File: config.mk
export PLATFORM = sky130hd
export DESIGN_NAME = alu_multicycle_flat
export DESIGN_NICKNAME = d
export VERILOG_FILES = /design/src/rtl/alu_pkg.sv /design/src/rtl/alu_multicycle_if.sv /design/src/rtl/alu_muldiv_seq.sv /design/src/rtl/alu_multicycle.sv /design/src/flat_wrapper.sv
export SDC_FILE = /design/constraint.sdc
export NUM_CORES = 1
export LEC_CHECK = 0
export CAP_MARGIN = 20
export CORE_MARGIN = 2
export CORE_UTILIZATION = 42
export DETAILED_ROUTE_END_ITERATION = 10
export PLACE_DENSITY_LB_ADDON = 0.12
export SYNTH_ARGS = -nofsm -noshare
export SYNTH_HDL_FRONTEND = slang
export SYNTH_HIERARCHICAL = 1
export SYNTH_SLANG_ARGS = --single-unit
File: constraint.sdc
create_clock -name clk -period 4.95 [get_ports clk]
set_input_delay 0.99 -clock clk [delete_from_list [all_inputs] [get_ports clk]]
set_output_delay 0.99 -clock clk [all_outputs]
set_load 0.02 [all_outputs]
File: src/rtl/alu_pkg.sv
// Shared opcode map, FSM state type and flag bit positions for the multi-cycle ALU.
package alu_pkg;

    localparam logic [4:0] OP_ADD  = 5'd4;
    localparam logic [4:0] OP_SUB  = 5'd5;
    localparam logic [4:0] OP_MUL  = 5'd6;
    localparam logic [4:0] OP_DIV  = 5'd7;
    localparam logic [4:0] OP_AND  = 5'd8;
    localparam logic [4:0] OP_NAND = 5'd9;
    localparam logic [4:0] OP_OR   = 5'd10;
    localparam logic [4:0] OP_CMP  = 5'd12;
    localparam logic [4:0] OP_NOT  = 5'd13;

    localparam int FLAG_ZERO    = 0;
    localparam int FLAG_CARRY   = 1;
    localparam int FLAG_OVF     = 2;
    localparam int FLAG_DBZ     = 3;
    localparam int FLAG_ILLEGAL = 4;

    typedef enum logic [1:0] {
        IDLE = 2'd0,
        EXEC = 2'd1,
        DONE = 2'd2
    } state_t;

    function automatic logic is_muldiv(input logic [4:0] op);
        return (op == OP_MUL) || (op == OP_DIV);
    endfunction

endpackage

File: src/rtl/alu_multicycle_if.sv
// Valid/ready operand and result channels of the multi-cycle ALU.
interface alu_multicycle_if #(
    parameter int WIDTH_DATA = 32
);
    logic                  in_valid;
    logic                  in_ready;
    logic [WIDTH_DATA-1:0] operand_a;
    logic [WIDTH_DATA-1:0] operand_b;
    logic [4:0]            op_code;
    logic                  out_valid;
    logic                  out_ready;
    logic [WIDTH_DATA-1:0] result;
    logic [4:0]            flags;

    modport master (
        output in_valid, operand_a, operand_b, op_code, out_ready,
        input  in_ready, out_valid, result, flags
    );

    modport slave (
        input  in_valid, operand_a, operand_b, op_code, out_ready,
        output in_ready, out_valid, result, flags
    );
endinterface

File: src/rtl/alu_muldiv_seq.sv
// Iterative shift-add multiplier / restoring divider, one bit per cycle.
// Only instantiated when ALU_MULDIV_EN is defined.
module alu_muldiv_seq #(
    parameter int WIDTH_DATA = 32
) (
    input  logic                  clk,
    input  logic                  rst,
    input  logic                  start,
    input  logic                  is_div,
    input  logic [WIDTH_DATA-1:0] operand_a,
    input  logic [WIDTH_DATA-1:0] operand_b,
    output logic                  busy,
    output logic                  done,
    output logic [WIDTH_DATA-1:0] res_hi,
    output logic [WIDTH_DATA-1:0] res_lo
);
    localparam int W  = WIDTH_DATA;
    localparam int CW = $clog2(W) + 1;

    logic [CW-1:0] cnt;
    logic          div_q;
    logic [W-1:0]  b_q;
    logic [W-1:0]  hi;
    logic [W-1:0]  lo;
    logic [W:0]    mul_sum;
    logic [W:0]    rem_sh;
    logic [W:0]    rem_diff;

    // MUL: hi:lo is the partial product with the multiplier shifting out of lo.
    // DIV: hi is the remainder, lo shifts the dividend out and the quotient in.
    always_comb begin
        mul_sum  = {1'b0, hi} + {1'b0, (lo[0] ? b_q : {W{1'b0}})};
        rem_sh   = {hi, lo[W-1]};
        rem_diff = rem_sh - {1'b0, b_q};
    end

    always_ff @(posedge clk or posedge rst) begin
        if (rst) begin
            cnt   <= '0;
            div_q <= 1'b0;
            b_q   <= '0;
            hi    <= '0;
            lo    <= '0;
            busy  <= 1'b0;
            done  <= 1'b0;
        end else begin
            done <= 1'b0;
            if (start) begin
                cnt   <= '0;
                div_q <= is_div;
                b_q   <= operand_b;
                hi    <= '0;
                lo    <= operand_a;
                busy  <= 1'b1;
            end else if (busy) begin
                if (div_q) begin
                    if (!rem_diff[W]) begin
                        hi <= rem_diff[W-1:0];
                        lo <= {lo[W-2:0], 1'b1};
                    end else begin
                        hi <= rem_sh[W-1:0];
                        lo <= {lo[W-2:0], 1'b0};
                    end
                end else begin
                    {hi, lo} <= {mul_sum, lo[W-1:1]};
                end
                if (cnt == CW'(W - 1)) begin
                    busy <= 1'b0;
                    done <= 1'b1;
                end else begin
                    cnt <= cnt + 1'b1;
                end
            end
        end
    end

    assign res_hi = hi;
    assign res_lo = lo;

endmodule

File: src/rtl/alu_multicycle.sv
// Handshaked ALU with registered result/flags; MUL/DIV are iterative and only
// built when ALU_MULDIV_EN is defined (otherwise opcodes 6 and 7 are illegal).
//
// state | meaning
// IDLE  | in_ready high, waiting for in_valid
// EXEC  | computing; single-cycle ops leave after one cycle
// DONE  | out_valid high, result/flags held until out_ready
module alu_multicycle
    import alu_pkg::*;
#(
    parameter int WIDTH_DATA = 32
) (
    input logic             clk,
    input logic             rst,
    alu_multicycle_if.slave bus
);
    localparam int W = WIDTH_DATA;

    state_t       state;
    logic [4:0]   op_q;
    logic [W-1:0] a_q;
    logic [W-1:0] b_q;
    logic [W-1:0] result_q;
    logic [4:0]   flags_q;
    logic         out_valid_q;
    logic [W-1:0] res_c;
    logic [4:0]   flg_c;
    logic         exec_last;

    assign bus.in_ready  = (state == IDLE) && !rst;
    assign bus.out_valid = out_valid_q;
    assign bus.result    = result_q;
    assign bus.flags     = flags_q;

`ifdef ALU_MULDIV_EN
    logic         seq_start;
    logic         seq_busy;
    logic         seq_done;
    logic [W-1:0] seq_hi;
    logic [W-1:0] seq_lo;
    logic         uses_seq;

    // The sequencer loads straight off the bus on the accept edge; divide by zero never starts it.
    assign seq_start = (state == IDLE) && bus.in_valid && is_muldiv(bus.op_code)
                       && !(bus.op_code == OP_DIV && bus.operand_b == '0);
    assign uses_seq  = is_muldiv(op_q) && !(op_q == OP_DIV && b_q == '0);
    assign exec_last = uses_seq ? (seq_done && !seq_busy) : 1'b1;

    alu_muldiv_seq #(.WIDTH_DATA(W)) u_muldiv_seq (
        .clk       (clk),
        .rst       (rst),
        .start     (seq_start),
        .is_div    (bus.op_code == OP_DIV),
        .operand_a (bus.operand_a),
        .operand_b (bus.operand_b),
        .busy      (seq_busy),
        .done      (seq_done),
        .res_hi    (seq_hi),
        .res_lo    (seq_lo)
    );
`else
    assign exec_last = 1'b1;
`endif

    always_comb begin
        res_c = '0;
        flg_c = '0;
        case (op_q)
            OP_ADD:  {flg_c[FLAG_CARRY], res_c} = {1'b0, a_q} + {1'b0, b_q};
            OP_SUB: begin
                res_c             = a_q - b_q;
                flg_c[FLAG_CARRY] = (a_q < b_q);
            end
            OP_AND:  res_c = a_q & b_q;
            OP_NAND: res_c = ~(a_q & b_q);
            OP_OR:   res_c = a_q | b_q;
            OP_NOT:  res_c = ~a_q;
            OP_CMP:  res_c = (a_q == b_q) ? '0 : ((a_q < b_q) ? W'(1) : W'(2));
`ifdef ALU_MULDIV_EN
            OP_MUL: begin
                res_c           = seq_lo;
                flg_c[FLAG_OVF] = |seq_hi;
            end
            OP_DIV: begin
                if (b_q == '0) begin
                    res_c           = '1;
                    flg_c[FLAG_DBZ] = 1'b1;
                end else begin
                    res_c = seq_lo;
                end
            end
`endif
            default: flg_c[FLAG_ILLEGAL] = 1'b1;
        endcase
        flg_c[FLAG_ZERO] = (res_c == '0);
    end

    always_ff @(posedge clk or posedge rst) begin
        if (rst) begin
            state       <= IDLE;
            op_q        <= '0;
            a_q         <= '0;
            b_q         <= '0;
            result_q    <= '0;
            flags_q     <= '0;
            out_valid_q <= 1'b0;
        end else begin
            case (state)
                IDLE: begin
                    if (bus.in_valid) begin
                        op_q  <= bus.op_code;
                        a_q   <= bus.operand_a;
                        b_q   <= bus.operand_b;
                        state <= EXEC;
                    end
                end
                EXEC: begin
                    if (exec_last) begin
                        result_q    <= res_c;
                        flags_q     <= flg_c;
                        out_valid_q <= 1'b1;
                        state       <= DONE;
                    end
                end
                DONE: begin
                    if (bus.out_ready) begin
                        out_valid_q <= 1'b0;
                        state       <= IDLE;
                    end
                end
                default: state <= IDLE;
            endcase
        end
    end

endmodule

File: src/flat_wrapper.sv
// flat-port wrapper written by rule: the top's interface ports become plain ports
module alu_multicycle_flat import alu_pkg::*;
#(
    parameter int WIDTH_DATA = 32
)
  (clk, rst, bus_in_valid, bus_operand_a, bus_operand_b, bus_op_code, bus_out_ready, bus_in_ready, bus_out_valid, bus_result, bus_flags);
  alu_multicycle_if #(.WIDTH_DATA(WIDTH_DATA)) bus_i ();
  input logic clk;
  input logic rst;
  input wire logic [$bits(bus_i.in_valid)-1:0] bus_in_valid;
  input wire logic [$bits(bus_i.operand_a)-1:0] bus_operand_a;
  input wire logic [$bits(bus_i.operand_b)-1:0] bus_operand_b;
  input wire logic [$bits(bus_i.op_code)-1:0] bus_op_code;
  input wire logic [$bits(bus_i.out_ready)-1:0] bus_out_ready;
  output wire logic [$bits(bus_i.in_ready)-1:0] bus_in_ready;
  output wire logic [$bits(bus_i.out_valid)-1:0] bus_out_valid;
  output wire logic [$bits(bus_i.result)-1:0] bus_result;
  output wire logic [$bits(bus_i.flags)-1:0] bus_flags;
  assign bus_i.in_valid = bus_in_valid;
  assign bus_i.operand_a = bus_operand_a;
  assign bus_i.operand_b = bus_operand_b;
  assign bus_i.op_code = bus_op_code;
  assign bus_i.out_ready = bus_out_ready;
  assign bus_in_ready = bus_i.in_ready;
  assign bus_out_valid = bus_i.out_valid;
  assign bus_result = bus_i.result;
  assign bus_flags = bus_i.flags;
  alu_multicycle #(.WIDTH_DATA(WIDTH_DATA)) u_core (.clk(clk), .rst(rst), .bus(bus_i));
endmodule
==> impl_metrics.toml <==
[grt]
grt_first_pass_wirelength_um = 51670
grt_max_degree = 81
grt_pass1_vias = 8976
antenna_found_initial = 0
grt_overflow = 0
grt_usage_pct = 27.19

[timing]
rsz0062_at_grt = "false"
finalCritPeriodShare_pct = 90.72
hold_violations = 0
drv_slew = 0
max-slew-margin-rel_pct = 40.80
fin_setup_tns_ps = 0
fmax_mhz = 222.7
worst_pin_slew_ps = 888.0
fin_skew_ps = 6.522
worst_slack_ps = 459.5
finalSetupViolCount = 0
fin_crit_ps = 4490

[critical_path]
crit_type = "flip-flop to flip-flop"
cp-start-kind = "flip-flop"
reg2reg_slack_ps = 460
r2r_start = "u_core/a_q[10]"
cp.required_ps = 5200
r2r-end = "u_core/bus.flags[0]"
arrival_ps = 4740
rr_worst_depth = 14
end_kind = "flip-flop"
cp_max_fo = 12

[yosys]
syn_area_um2 = 9642
yosys-top-cells-count = "o21ai_0, nand2_1, inv_1, dfrtp_1"
ys_types = 82
synth-seq-cells = 107
yosys_most_used_dff = "dfrtp_1"
yosys_warnings = 6
synth.most_common_cell = "o21ai_0"
async_reset_ff_share_pct = 100.0
netlist.area_leader.share_pct = 27.77
ys_seq_area_share_pct = 27.77
synth.avg_cell_area_um2 = 7.782
synth_top_area_cell = "dfrtp_1"
synth_area_leaders = "dfrtp_1, ha_1, o21ai_0"
netlist_instances = 1239
synth-edff-count = 0

[clock_tree]
cts.path.max_buffers = 2
cts-root-buf = "clkbuf_16"
cts.sinks = 107
cts_made_buffers = 9
holdBufCountCts = 0
clk_pin_slew_ps = 70
clock_latency_ps = 360
h-tree-depth = 3
cts_tree = "yes"
cts-resized-gates = 0
post-cts-setup-buffers = 0

[place]
place_hpwl_um = 24050
gp_congestion = 0.9915
pre_cts_ws_ps = 659.0
port_buffers = 109
dpl.cell_count = 1574

[floorplan]
core_um2 = 22570
initial_core_util_pct = 42.72
die_w_um = 155.5
fp-row-count = 55
io_pins = 112
die_y_um = 155.5
die_area_um2 = 24180

[route]
firstDrtPassIters = 5
routed_via_density = 6.067
wirelength_um = 32740
drt-initial-drc-count = 1030
wl_per_cell_um = 20.56
drc = 0
vias = 9659
postRouteAntennaNets = 0

[worst_hold_path]
min_to = "u_core/bus.result[19]"
holdPathStages = 2
worstHoldStart = "u_core/bus.result[19]"
min-delay-path-class = "flip-flop to flip-flop"

[cells_and_area]
diodes = 0
drive_above_1_share_pct = 5.815
fin_util_pct = 49.91
layout.nets = 1477
syn_to_final_growth_pct = 16.83
stdcell_count = 1592

[outcome]
status = "complete, no violations"

[job]
cap_viol_max_count = 0
## flip-flops by register name (all words and copies together), names as in the netlist
signal / flops
u_core/a_q: 32
u_core/b_q: 32
u_core/bus.result: 32
u_core/op_q: 5
u_core/bus.flags: 3
u_core/state: 2
u_core/bus.out_valid: 1
## worst max-delay path by stage
| stage | startpoint | to | slack, ps | cells after the start |
|---|---|---|---|---|
| 3_3_place_gp | u_core/a_q[10] | u_core/bus.flags[0] | 690 | 14 |
| 2_1_floorplan | rst | u_core/a_q[0] | 1140 | 1 |
| 5_1_grt | u_core/a_q[10] | u_core/bus.flags[0] | 220 | 14 |
| 4_1_cts | u_core/a_q[10] | u_core/bus.flags[0] | 610 | 14 |
| 3_5_place_dp | u_core/a_q[10] | u_core/bus.flags[0] | 660 | 14 |
| 6_report | u_core/a_q[10] | u_core/bus.flags[0] | 460 | 14 |
## through the flow
stage	instance area, um2	hold WS (ps)
3_3_place_gp	10940	461.4
3_5_place_dp	10940	472.2
6_report	11260	480.9
4_1_cts	11230	489.4
2_1_floorplan	9646	495.5
5_1_grt	11260	507.3
## cell usage in the layout (no fill, tap or decap), types with 14 or more instances in the layout
cell type,instances
o22ai_1,27
inv_1,109
a21o_1,20
nand2_1,126
a211oi_1,30
nor2_1,101
a22o_1,14
nand3_1,16
a21oi_1,102
o21ai_0,136
ha_1,100
nand2b_1,15
clkdlybuf4s50_1,109
dfrtp_1,105
nor3_1,19
buf_4,23
## routing by layer
metal	GRT usage (%)	vias up	wire length (um)
met5	0	-	0
met4	7.733	0	753
met3	2.535	54	2052
met2	40.83	425	14070
met1	41.39	4604	15860
li1	-	4576	-
## kinds of logic (layout without fill, tap and decap cells)
| logic type | count (synthesis) | count (layout) | synth area share (%) |
|---|---|---|---|
| other | 1 | 2 | 0.03889 |
| adders and majority gates | 102 | 102 | 13.39 |
| AOI/OAI and AO/OA | 468 | 468 | 32.07 |
| DFF | 107 | 107 | 27.77 |
| and+or+nand+nor | 347 | 347 | 16.62 |
| muxes | 15 | 15 | 1.609 |
| xor gates and xnor gates | 6 | 6 | 0.5450 |
| buffers and inverters | 193 | 260 | 7.955 |
## worst max-delay path, stage by stage, from the launching register on
cell	delay [ps]
dfrtp_1	430
inv_1	90
ha_1	470
a21oi_1	280
o21ai_0	270
a2111o_1	530
a2111oi_0	490
nor2_1	230
a21oi_1	240
o21ai_0	170
a2111oi_0	480
nor3_1	140
mux2i_1	170
a21oi_1	120
a32o_2	270
## area by class of cell
class                           count  area (um2)
Clock buffer                       10       229.0
Clock inverter                      6       62.56
Fill cell                        2262       11310
Inverter                          110       415.4
Multi-Input combinational cell    940        6225
Sequential cell                   107        2680
Tap cell                          285       356.6
Timing Repair Buffer              134        1296
Power is left out: the tool's default activity adds up to more than one toggle a clock period on the data nets, which glitch-free logic cannot reach.
